--- config.mk ---
export PLATFORM = sky130hd
export DESIGN_NAME = display_scan_ctrl_flat
export DESIGN_NICKNAME = d
export VERILOG_FILES = /design/src/rtl/display_scan_ctrl_pkg.sv /design/src/rtl/display_scan_ctrl_if.sv /design/src/rtl/display_scan_ctrl_btn_edge_sync.sv /design/src/rtl/display_scan_ctrl.sv /design/src/flat_wrapper.sv
export SDC_FILE = /design/constraint.sdc
export NUM_CORES = 1
export LEC_CHECK = 0
export ABC_AREA = 1
export BUFFER_PORTS_ARGS = -buffer_cell sky130_fd_sc_hd__buf_4
export CORE_ASPECT_RATIO = 1.75
export CORE_UTILIZATION = 30
export CTS_CLUSTER_SIZE = 12
export DETAILED_ROUTE_END_ITERATION = 10
export SLEW_MARGIN = 20
export SYNTH_ARGS = -nofsm -noshare
export SYNTH_HDL_FRONTEND = slang
export SYNTH_SLANG_ARGS = --single-unit
export TNS_END_PERCENT = 50
--- constraint.sdc ---
create_clock -name clk -period 1.8 [get_ports clk]
set_input_delay 0.45 -clock clk [delete_from_list [all_inputs] [get_ports clk]]
set_output_delay 0.45 -clock clk [all_outputs]
set_load 0.1 [all_outputs]
--- src/rtl/display_scan_ctrl_pkg.sv ---
// Shared encodings for the 6-digit display scanner: page modes, blank/off patterns
// and the "no field" edit selector.
package disp_pkg;

    typedef enum logic [1:0] {
        MODE_TIME  = 2'd0,
        MODE_DATE  = 2'd1,
        MODE_ALARM = 2'd2,
        MODE_BAD   = 2'd3
    } mode_e;

    localparam logic [7:0] SEG_BLANK  = 8'h00;
    localparam logic [5:0] COM_OFF    = 6'b111111;
    localparam logic [1:0] FIELD_NONE = 2'd3;

    function automatic int cnt_width(input int n);
        return (n > 1) ? $clog2(n) : 1;
    endfunction

endpackage

--- src/rtl/display_scan_ctrl_if.sv ---
// Decoder-side inputs and board-pin outputs of the display scanner.
// The master modport drives the segment sources; the slave modport is the scanner.
interface display_scan_ctrl_if;
    import disp_pkg::*;

    logic        modeNext_i;
    logic        editEn_i;
    logic [1:0]  editField_i;
    logic [47:0] inTimeSeg_i;
    logic [47:0] inDateSeg_i;
    logic [47:0] inAlarmSeg_i;
    logic [7:0]  outSeg_o;
    logic [5:0]  outCom_o;
    mode_e       outMode_o;

    modport master (
        output modeNext_i, editEn_i, editField_i,
        output inTimeSeg_i, inDateSeg_i, inAlarmSeg_i,
        input  outSeg_o, outCom_o, outMode_o
    );

    modport slave (
        input  modeNext_i, editEn_i, editField_i,
        input  inTimeSeg_i, inDateSeg_i, inAlarmSeg_i,
        output outSeg_o, outCom_o, outMode_o
    );

endinterface

--- src/rtl/display_scan_ctrl_btn_edge_sync.sv ---
// Two-flop synchroniser for an asynchronous push-button followed by a one-cycle
// rising-edge pulse; a held button yields a single pulse.
module btn_edge_sync (
    input  logic clk,
    input  logic rst_n,
    input  logic btn_i,
    output logic rise_o
);

    logic meta_q;
    logic sync_q;
    logic prev_q;

    always_ff @(posedge clk or negedge rst_n) begin
        if (!rst_n) begin
            meta_q <= 1'b0;
            sync_q <= 1'b0;
            prev_q <= 1'b0;
        end else begin
            meta_q <= btn_i;
            sync_q <= meta_q;
            prev_q <= sync_q;
        end
    end

    assign rise_o = sync_q & ~prev_q;

endmodule

--- src/rtl/display_scan_ctrl.sv ---
// Multiplexes one of three 6-digit segment pages onto a shared common-cathode bus,
// with page selection, edit-field blinking and an idle return to the time page.
module display_scan_ctrl
    import disp_pkg::*;
#(
    parameter int SCAN_DIV       = 1000,
    parameter int BLINK_FRAMES   = 64,
    parameter int TIMEOUT_FRAMES = 4096
) (
    input logic                clk,
    input logic                rst_n,
    display_scan_ctrl_if.slave bus
);

    localparam int PW = cnt_width(SCAN_DIV);
    localparam int BW = cnt_width(BLINK_FRAMES);
    localparam int TW = cnt_width(TIMEOUT_FRAMES);
    localparam logic [PW-1:0] PRESC_LAST = PW'(SCAN_DIV - 1);
    localparam logic [BW-1:0] BLINK_LAST = BW'(BLINK_FRAMES - 1);
    localparam logic [TW-1:0] IDLE_LAST  = TW'(TIMEOUT_FRAMES - 1);

    logic [PW-1:0] prescCnt_q, prescCnt_d;
    logic [2:0]    digitIdx_q, digitIdx_d;
    logic          started_q;
    logic [BW-1:0] blinkCnt_q;
    logic          blinkPhase_q;
    logic [TW-1:0] idleCnt_q;
    mode_e         modeState_q;
    logic [7:0]    segOut_q, segOut_d;
    logic [5:0]    comOut_q, comOut_d;

    logic          tick;
    logic          frameEnd;
    logic          modeEdge;
    logic          masked;
    logic [47:0]   page;
    logic [7:0]    pageBytes [6];

    btn_edge_sync u_mode_btn (
        .clk    (clk),
        .rst_n  (rst_n),
        .btn_i  (bus.modeNext_i),
        .rise_o (modeEdge)
    );

    // The slot after each tick is forced blank so the old digit never ghosts onto
    // the newly enabled common line; nothing shows until the first tick after reset.
    always_comb begin
        tick       = (prescCnt_q == PRESC_LAST);
        frameEnd   = tick && (digitIdx_q == 3'd5);
        prescCnt_d = tick ? '0 : prescCnt_q + 1'b1;
        digitIdx_d = digitIdx_q;
        if (tick) begin
            digitIdx_d = (digitIdx_q == 3'd5) ? 3'd0 : digitIdx_q + 3'd1;
        end
        case (modeState_q)
            MODE_TIME:  page = bus.inTimeSeg_i;
            MODE_DATE:  page = bus.inDateSeg_i;
            MODE_ALARM: page = bus.inAlarmSeg_i;
            default:    page = '0;
        endcase
        for (int i = 0; i < 6; i++) begin
            pageBytes[i] = page[47 - 8*i -: 8];
        end
        masked = bus.editEn_i && (bus.editField_i != FIELD_NONE) && blinkPhase_q
                 && (digitIdx_q[2:1] == bus.editField_i);
        segOut_d = SEG_BLANK;
        comOut_d = COM_OFF;
        if (!tick && started_q) begin
            comOut_d = ~(6'b100000 >> digitIdx_q);
            segOut_d = masked ? SEG_BLANK : pageBytes[digitIdx_q];
        end
    end

    always_ff @(posedge clk or negedge rst_n) begin
        if (!rst_n) begin
            prescCnt_q   <= '0;
            digitIdx_q   <= '0;
            started_q    <= 1'b0;
            segOut_q     <= SEG_BLANK;
            comOut_q     <= COM_OFF;
            blinkCnt_q   <= '0;
            blinkPhase_q <= 1'b0;
        end else begin
            prescCnt_q <= prescCnt_d;
            digitIdx_q <= digitIdx_d;
            started_q  <= started_q | tick;
            segOut_q   <= segOut_d;
            comOut_q   <= comOut_d;
            if (frameEnd) begin
                if (blinkCnt_q == BLINK_LAST) begin
                    blinkCnt_q   <= '0;
                    blinkPhase_q <= ~blinkPhase_q;
                end else begin
                    blinkCnt_q <= blinkCnt_q + 1'b1;
                end
            end
        end
    end

    // Page FSM: an accepted button edge always beats a coincident idle timeout,
    // and editing both freezes the page and holds the idle counter at zero.
    always_ff @(posedge clk or negedge rst_n) begin
        if (!rst_n) begin
            modeState_q <= MODE_TIME;
            idleCnt_q   <= '0;
        end else begin
            case (modeState_q)
                MODE_TIME: begin
                    idleCnt_q <= '0;
                    if (modeEdge && !bus.editEn_i) modeState_q <= MODE_DATE;
                end
                MODE_DATE, MODE_ALARM: begin
                    if (modeEdge && !bus.editEn_i) begin
                        modeState_q <= (modeState_q == MODE_DATE) ? MODE_ALARM : MODE_TIME;
                        idleCnt_q   <= '0;
                    end else if (bus.editEn_i) begin
                        idleCnt_q <= '0;
                    end else if (frameEnd) begin
                        if (idleCnt_q == IDLE_LAST) begin
                            modeState_q <= MODE_TIME;
                            idleCnt_q   <= '0;
                        end else begin
                            idleCnt_q <= idleCnt_q + 1'b1;
                        end
                    end
                end
                default: begin
                    modeState_q <= MODE_TIME;
                    idleCnt_q   <= '0;
                end
            endcase
        end
    end

    assign bus.outSeg_o  = segOut_q;
    assign bus.outCom_o  = comOut_q;
    assign bus.outMode_o = modeState_q;

endmodule

--- src/flat_wrapper.sv ---
// flat-port wrapper written by rule: the top's interface ports become plain ports
module display_scan_ctrl_flat import disp_pkg::*;
#(
    parameter int SCAN_DIV       = 1000,
    parameter int BLINK_FRAMES   = 64,
    parameter int TIMEOUT_FRAMES = 4096
)
  (clk, rst_n, bus_modeNext_i, bus_editEn_i, bus_editField_i, bus_inTimeSeg_i, bus_inDateSeg_i, bus_inAlarmSeg_i, bus_outSeg_o, bus_outCom_o, bus_outMode_o);
  display_scan_ctrl_if bus_i ();
  input logic clk;
  input logic rst_n;
  input wire logic [$bits(bus_i.modeNext_i)-1:0] bus_modeNext_i;
  input wire logic [$bits(bus_i.editEn_i)-1:0] bus_editEn_i;
  input wire logic [$bits(bus_i.editField_i)-1:0] bus_editField_i;
  input wire logic [$bits(bus_i.inTimeSeg_i)-1:0] bus_inTimeSeg_i;
  input wire logic [$bits(bus_i.inDateSeg_i)-1:0] bus_inDateSeg_i;
  input wire logic [$bits(bus_i.inAlarmSeg_i)-1:0] bus_inAlarmSeg_i;
  output wire logic [$bits(bus_i.outSeg_o)-1:0] bus_outSeg_o;
  output wire logic [$bits(bus_i.outCom_o)-1:0] bus_outCom_o;
  output wire logic [$bits(bus_i.outMode_o)-1:0] bus_outMode_o;
  assign bus_i.modeNext_i = bus_modeNext_i;
  assign bus_i.editEn_i = bus_editEn_i;
  assign bus_i.editField_i = bus_editField_i;
  assign bus_i.inTimeSeg_i = bus_inTimeSeg_i;
  assign bus_i.inDateSeg_i = bus_inDateSeg_i;
  assign bus_i.inAlarmSeg_i = bus_inAlarmSeg_i;
  assign bus_outSeg_o = bus_i.outSeg_o;
  assign bus_outCom_o = bus_i.outCom_o;
  assign bus_outMode_o = bus_i.outMode_o;
  display_scan_ctrl #(.SCAN_DIV(SCAN_DIV), .BLINK_FRAMES(BLINK_FRAMES), .TIMEOUT_FRAMES(TIMEOUT_FRAMES)) u_core (.clk(clk), .rst_n(rst_n), .bus(bus_i));
endmodule
# Word-level counts from Yosys, hierarchy flattened
# Index checks and enable logic that the tools add are counted.
[word_totals]
ff_bits = 52
out_inout_bits = 16
word_cells = 71
[classes]
n_addsub = 4
n_lt_le_gt_ge = 1
n_eq_ne = 13
shifts = 1
mux = 22
bitwise_logic = 6
n_reduce_logical = 12
[op_table]
columns = ["op", "n"]
rows = [
  ["$pmux W48 S3", 1],
  ["$mux W12", 5],
  ["$mux W8", 4],
  ["$bmux W8 S3", 1],
  ["$add A12 B1 Y12 const B", 1],
  ["$eq A12 B12 Y1 const B", 1],
  ["$mux W2", 6],
  ["$mux W6", 2],
  ["$add A10 B1 Y10 const B", 1],
  ["$eq A10 B10 Y1 const B", 1],
  ["$mux W10", 1],
  ["$add A6 B1 Y6 const B", 1],
  ["$eq A6 B6 Y1 const B", 1],
  ["$logic_and A1 B1 Y1", 6],
  ["$ne A3 B1 Y1 const B", 2],
  ["$not A6 Y6", 1],
  ["$shr A6 B3 Y6 const A", 1],
  ["$ge A4 B4 Y1 const B", 1],
  ["$ne A4 B2 Y1 const B", 1],
  ["$not A3 Y4", 1],
  ["$pmux W2 S2", 1],
  ["$reduce_and A4 Y1", 1],
  ["$add A3 B1 Y3 const B", 1],
  ["$eq A3 B3 Y1 const B", 1],
  ["other kinds (14)", 16],
]

# Longest topological paths before layout
[logic_depth]
word_depth = 7
mapped_depth = 10

# By module
# A second synthesis with hierarchy kept.
[unflattened]
cells_unflattened = 603
hier_area_um2 = 3853.7
[modules_own_cells]
columns = ["mod", "instances", "cells_each", "area_each_um2", "seq_area_each_um2"]
rows = [
  ["display_scan_ctrl", 1, 598, 3768.6, 1233.7],
  ["btn_edge_sync", 1, 5, 85.1, 75.1],
]

# Worst setup path after synthesis
# No wires, ideal clock.
[synth_timing]
path_type = "register -> register"
startpoint = "register u_core.modeState_q[0], in the netlist u_core.bus.outMode_o[0]"
endpoint = "register u_core.idleCnt_q[9]"
setup_time_ps = 113
arrival_ps = 2146
t_required_ps = 1687
path_slack_ps = -459
path_stages_with_launch = 11
path_buffers = 1
synth_period_minus_slack_ps = 2259
path_cell_list = "dfrtp_1 inv_1 ha_1 nand2_4 nor2_4 nand2_4 buf_6 nand2_1 nand2_1 nand2_1 inv_1"
[synth_via]
elab_chain_cells = 3
elab_cells_between_ends = 5
[synth_rtl]
columns = ["item", "line_no", "rtl"]
rows = [
  ["from (decl)", "display_scan_ctrl.sv:28", "mode_e modeState_q;"],
  ["from (signal assigned)", "display_scan_ctrl.sv:115", "modeState_q <= (modeState_q == MODE_DATE) ? MODE_ALARM : MODE_TIME;"],
  ["$eq A2 B2 Y1 or $eq A2 B1 Y1 (tied branches)", "display_scan_ctrl.sv:108", "case (modeState_q)"],
  ["$reduce_or A2 Y1 (*)", "display_scan_ctrl.sv:108", ""],
  ["$ne A4 B2 Y1 (no source line) or $mux W12 (tied branches)", "-", ""],
  ["to (signal assigned)", "display_scan_ctrl.sv:124", "idleCnt_q <= idleCnt_q + 1'b1;"],
  ["to (decl)", "display_scan_ctrl.sv:27", "logic [TW-1:0] idleCnt_q;"],
]
# Mark *: on every way between the ends. The rest lies on a longest branch, timed or not.
# A chain may end at the register's enable or synchronous reset.

# Worst setup path after layout
[layout_timing]
startpoint = "register u_core.modeState_q[1], in the netlist u_core.bus.outMode_o[1]"
endpoint = "register u_core.segOut_q[3], in the netlist u_core.bus.outSeg_o[3]"
[layout_via]
elab_chain_cells = 7
elab_cells_between_ends = 9
[layout_rtl]
columns = ["item", "line_no", "rtl"]
rows = [
  ["$eq A2 B2 Y1, or another cell as far along", "display_scan_ctrl.sv:56", "case (modeState_q)"],
  ["$pmux W48 S3 (*)", "display_scan_ctrl.sv:56", ""],
  ["$bmux W8 S3 (*)", "display_scan_ctrl.sv:71", "segOut_d = masked ? SEG_BLANK : pageBytes[digitIdx_q];"],
  ["$mux W8 (not written as such) (*) (2 in a row)", "display_scan_ctrl.sv:71", ""],
  ["$mux W8 (*)", "display_scan_ctrl.sv:71", ""],
  ["$mux W8 (*)", "display_scan_ctrl.sv:69", "if (!tick && started_q) begin"],
  ["named net u_core.segOut_d[3]", "display_scan_ctrl.sv:29", "logic [7:0] segOut_q, segOut_d;"],
  ["to (signal assigned)", "display_scan_ctrl.sv:88", "segOut_q <= segOut_d;"],
  ["to (decl)", "display_scan_ctrl.sv:29", ""],
]
# The timed path passes the listed nets; every way through them passes the cells marked *. The select of a mux whose other input is x is not followed.

==> flow_metrics.env <==
export IMPL_synth_warnings=0
export IMPL_ys_async_sr_fraction=1.000
export IMPL_crit_type="reg2reg"
export IMPL_worstPathArrival_ps=1950
export IMPL_utilization=0.4525
export IMPL_numCtsBuffers=5
export IMPL_setup_ws_ps=76.25
export IMPL_hold_class="in2async"
export IMPL_final_common_cell="nand2_1"
export IMPL_overflow=0
export IMPL_yosysUniqueCellTypes=40
export IMPL_finalSetupViolations=0
export IMPL_wl_per_cell_um=14.06
export IMPL_ys_ff_latch=52
export IMPL_seq_area_frac_synth=0.3517
export IMPL_drt_pass1_iterations=5
export IMPL_stdcell_area_um2=5461
export IMPL_grt_max_degree=50
export IMPL_synth_top_area_cell="dfrtp_1"
export IMPL_hpwlAfterDp_um=10020
export IMPL_grt_pass1_wl_um=19380
export IMPL_ctsHoldBuffers=0
export IMPL_fp_row_count=53
export IMPL_netlist_instances=572
export IMPL_start_util=0.3083
export IMPL_clock_sinks=52
export IMPL_dieArea_um2=12870
export IMPL_synth_top_family_by_area="simple AND/OR/NAND/NOR gates"
export IMPL_place_area_um2=5197
export IMPL_power_density_nw_per_um2=964.2
export IMPL_drt_total_wl_um=12760
export IMPL_path_clk_slew_ps=80
export IMPL_synth_mux_area_frac=0
export IMPL_slowest_stage="dfrtp_4"
export IMPL_status="completed"
export IMPL_cts_tree="built"
export IMPL_vias_per_cell=4.727
export IMPL_fin_skew_ps=10.25
export IMPL_place_ws_ps=40.11
export IMPL_slowest_delay_ps=500
export IMPL_synth_edf_count=0
export IMPL_dp_cells=895
export IMPL_instances_no_fill=907
export IMPL_io_pins=166
export IMPL_critPathCaptureType="flop"
export IMPL_p_leak_nw=2.787
export IMPL_ctsRootBufferMaster="clkbuf_16"
export IMPL_netlist_area_um2=3721
export IMPL_rsz0062_at_grt="true"
export IMPL_drive_above_1_share=0.3059
export IMPL_ys_top_cells_by_area="dfrtp_1 (31%), nand2_1 (27%), nand3_1 (9.4%)"
export IMPL_critPathRequiredTime_ps=2030
export IMPL_crit_chain="inv_1 > ha_4 > buf_12 > nand2_1 > nand3_1 > nand2_1 > nand4_1 > a21oi_1 > nor2_1"
export IMPL_irDropWorstVdd_mv=0.5377
export IMPL_synthSimpleGateAreaFrac=0.4748
export IMPL_drc=0
export IMPL_gp_congestion=0.8566
export IMPL_synth_main_ff_cell="dfrtp_1"
export IMPL_postSynthAreaPerCell_um2=6.505
export IMPL_area_growth_pct=46.77
export IMPL_initialDrtViolationCount=144
export IMPL_track_usage=0.1940
export IMPL_finalHoldViolations=0
export IMPL_finalCritPeriodShare=0.9576
export IMPL_yosysTopAreaCellShare=0.3093
export IMPL_diodes=0
export IMPL_die_x_um=86.19
export IMPL_grt_pass1_vias=4193
export IMPL_antenna_found_initial=0
export IMPL_clkLatencyLatePin_ps=300
export IMPL_yosys_area_share_xor_xnor=0.01412
export IMPL_synthAdderAreaFrac=0.03026
export IMPL_fin_nets=900
export IMPL_synth_compound_area_frac=0.05481
export IMPL_crit_buf_inv=2
export IMPL_relSlewSlack=0.5972
export IMPL_final_cell_mix="nand2_1 (263), buf_4 (178), nand3_1 (69)"
export IMPL_syn_nets=731
export IMPL_worstMarginPinSlew_ps=600.9
export IMPL_cts_buffer_depth=2
export IMPL_worst_setup_path_start_kind="flop"
export IMPL_finalCriticalPeriod_ps=1724
export IMPL_core_area_um2=12070
export IMPL_cp_common_cell="nand2_1"
export IMPL_ant_nets=0
export IMPL_setup_tns_ps=0
export IMPL_crit_family="flip-flops"
export IMPL_max_freq_mhz=580.1
export IMPL_die_h_um=149.3
export IMPL_route_vias_total=4287
export IMPL_htree_num_levels=2
export IMPL_cap_violations=0
export IMPL_final_max_slew_viol_count=0
export IMPL_crit_fanout=25
export IMPL_portBuffers=165
registers in the layout, indices dropped and copies added (netlist names), 2 cells and up:
| name | cells |
|---|---|
| u_core.digitIdx_q | 3 |
| u_core.bus.outSeg_o | 8 |
| u_core.bus.outMode_o | 2 |
| u_core.bus.outCom_o | 6 |
| u_core.idleCnt_q | 12 |
| u_core.prescCnt_q | 10 |
| u_core.blinkCnt_q | 6 |
power by group:
group / switching (mW) / internal, mW / total (mW)
Clock: 0.464 / 0.565 / 1.03
Sequential: 0.0387 / 1.21 / 1.25
Combinational: 1.78 / 1.21 / 2.99
per-stage QoR:
stage	total power, mW	hold slack [ps]
after floorplan	3.077	154.4
after global placement	3.925	344.8
after detailed placement	3.943	350.4
after CTS	4.988	82.68
after global routing	5.609	100.8
final	5.266	69.01
metal layers:
layer / up-vias / global-route usage / wire, um / part of all wire
met4: 0 / 0.06500 / 261 / 0.020
met3: 16 / 0.01660 / 533 / 0.042
met2: 144 / 0.4008 / 7516 / 0.59
met5: - / 0 / 0 / 0
met1: 1971 / 0.1944 / 4444 / 0.35
li1: 2156 / - / - / -
cell usage after synthesis (2+ instances only):
master / number
inv_1: 38
clkbuf_1: 10
nor3_1: 7
nand2_2: 2
xor2_1: 4
o31ai_1: 2
ha_1: 9
or2_2: 2
buf_4: 2
nor2_1: 29
o21ai_0: 8
nand3b_1: 3
nand3_2: 3
clkinv_1: 2
o21ai_1: 2
nor2_4: 4
nand2_1: 264
a21oi_1: 18
inv_2: 3
buf_6: 2
dfstp_2: 6
nand4_1: 13
dfrtp_1: 46
nand3_1: 70
nand2_4: 2
buf_2: 6
xnor2_1: 2
repair_timing:
item | in CTS | in global routing
gates resized for setup | 0 | 8
setup endpoints to repair | 0 | 10
buffers inserted | 0 | 2
cells by family (layout without fill, tap and decap cells):
| group | Yosys count | count (layout) |
|---|---|---|
| xor+xnor | 6 | 6 |
| fa+ha+maj | 9 | 9 |
| compound gates | 36 | 36 |
| simple gates | 404 | 404 |
| buf+inv | 65 | 235 |
| flops | 52 | 52 |
worst paths after layout:
| check | slack (ps) | cells past startpoint | startpoint | end |
|---|---|---|---|---|
| max reg2reg | 80 | 9 | u_core.bus.outMode_o[1]$_DFFE_PN0P_ | u_core.bus.outSeg_o[3]$_DFF_PN0_ |
| max | 80 | 9 | u_core.bus.outMode_o[1]$_DFFE_PN0P_ | u_core.bus.outSeg_o[3]$_DFF_PN0_ |
| min | 70 | 1 | rst_n | u_core.idleCnt_q[11]$_DFFE_PN0P_ |
| min in group clk | 260 | 1 | bus_modeNext_i | u_core.u_mode_btn.meta_q$_DFF_PN0_ |
| max in group asynchronous | 1130 | 2 | rst_n | u_core.bus.outCom_o[1]$_DFF_PN1_ |
| min reg2reg | 360 | 0 | u_core.u_mode_btn.meta_q$_DFF_PN0_ | u_core.u_mode_btn.sync_q$_DFF_PN0_ |
final cells by class:
| class | count | area (um2) |
|---|---|---|
| fill | 1316 | 6608 |
| multi-input combinational | 455 | 2173 |
| timing repair buffer | 183 | 1441 |
| sequential | 52 | 1316 |
| tap | 165 | 206.4 |
| inverter | 44 | 167.7 |
| clock buffer | 6 | 138.9 |
| clock inverter | 2 | 17.52 |
(Power assumes the default switching activity.)
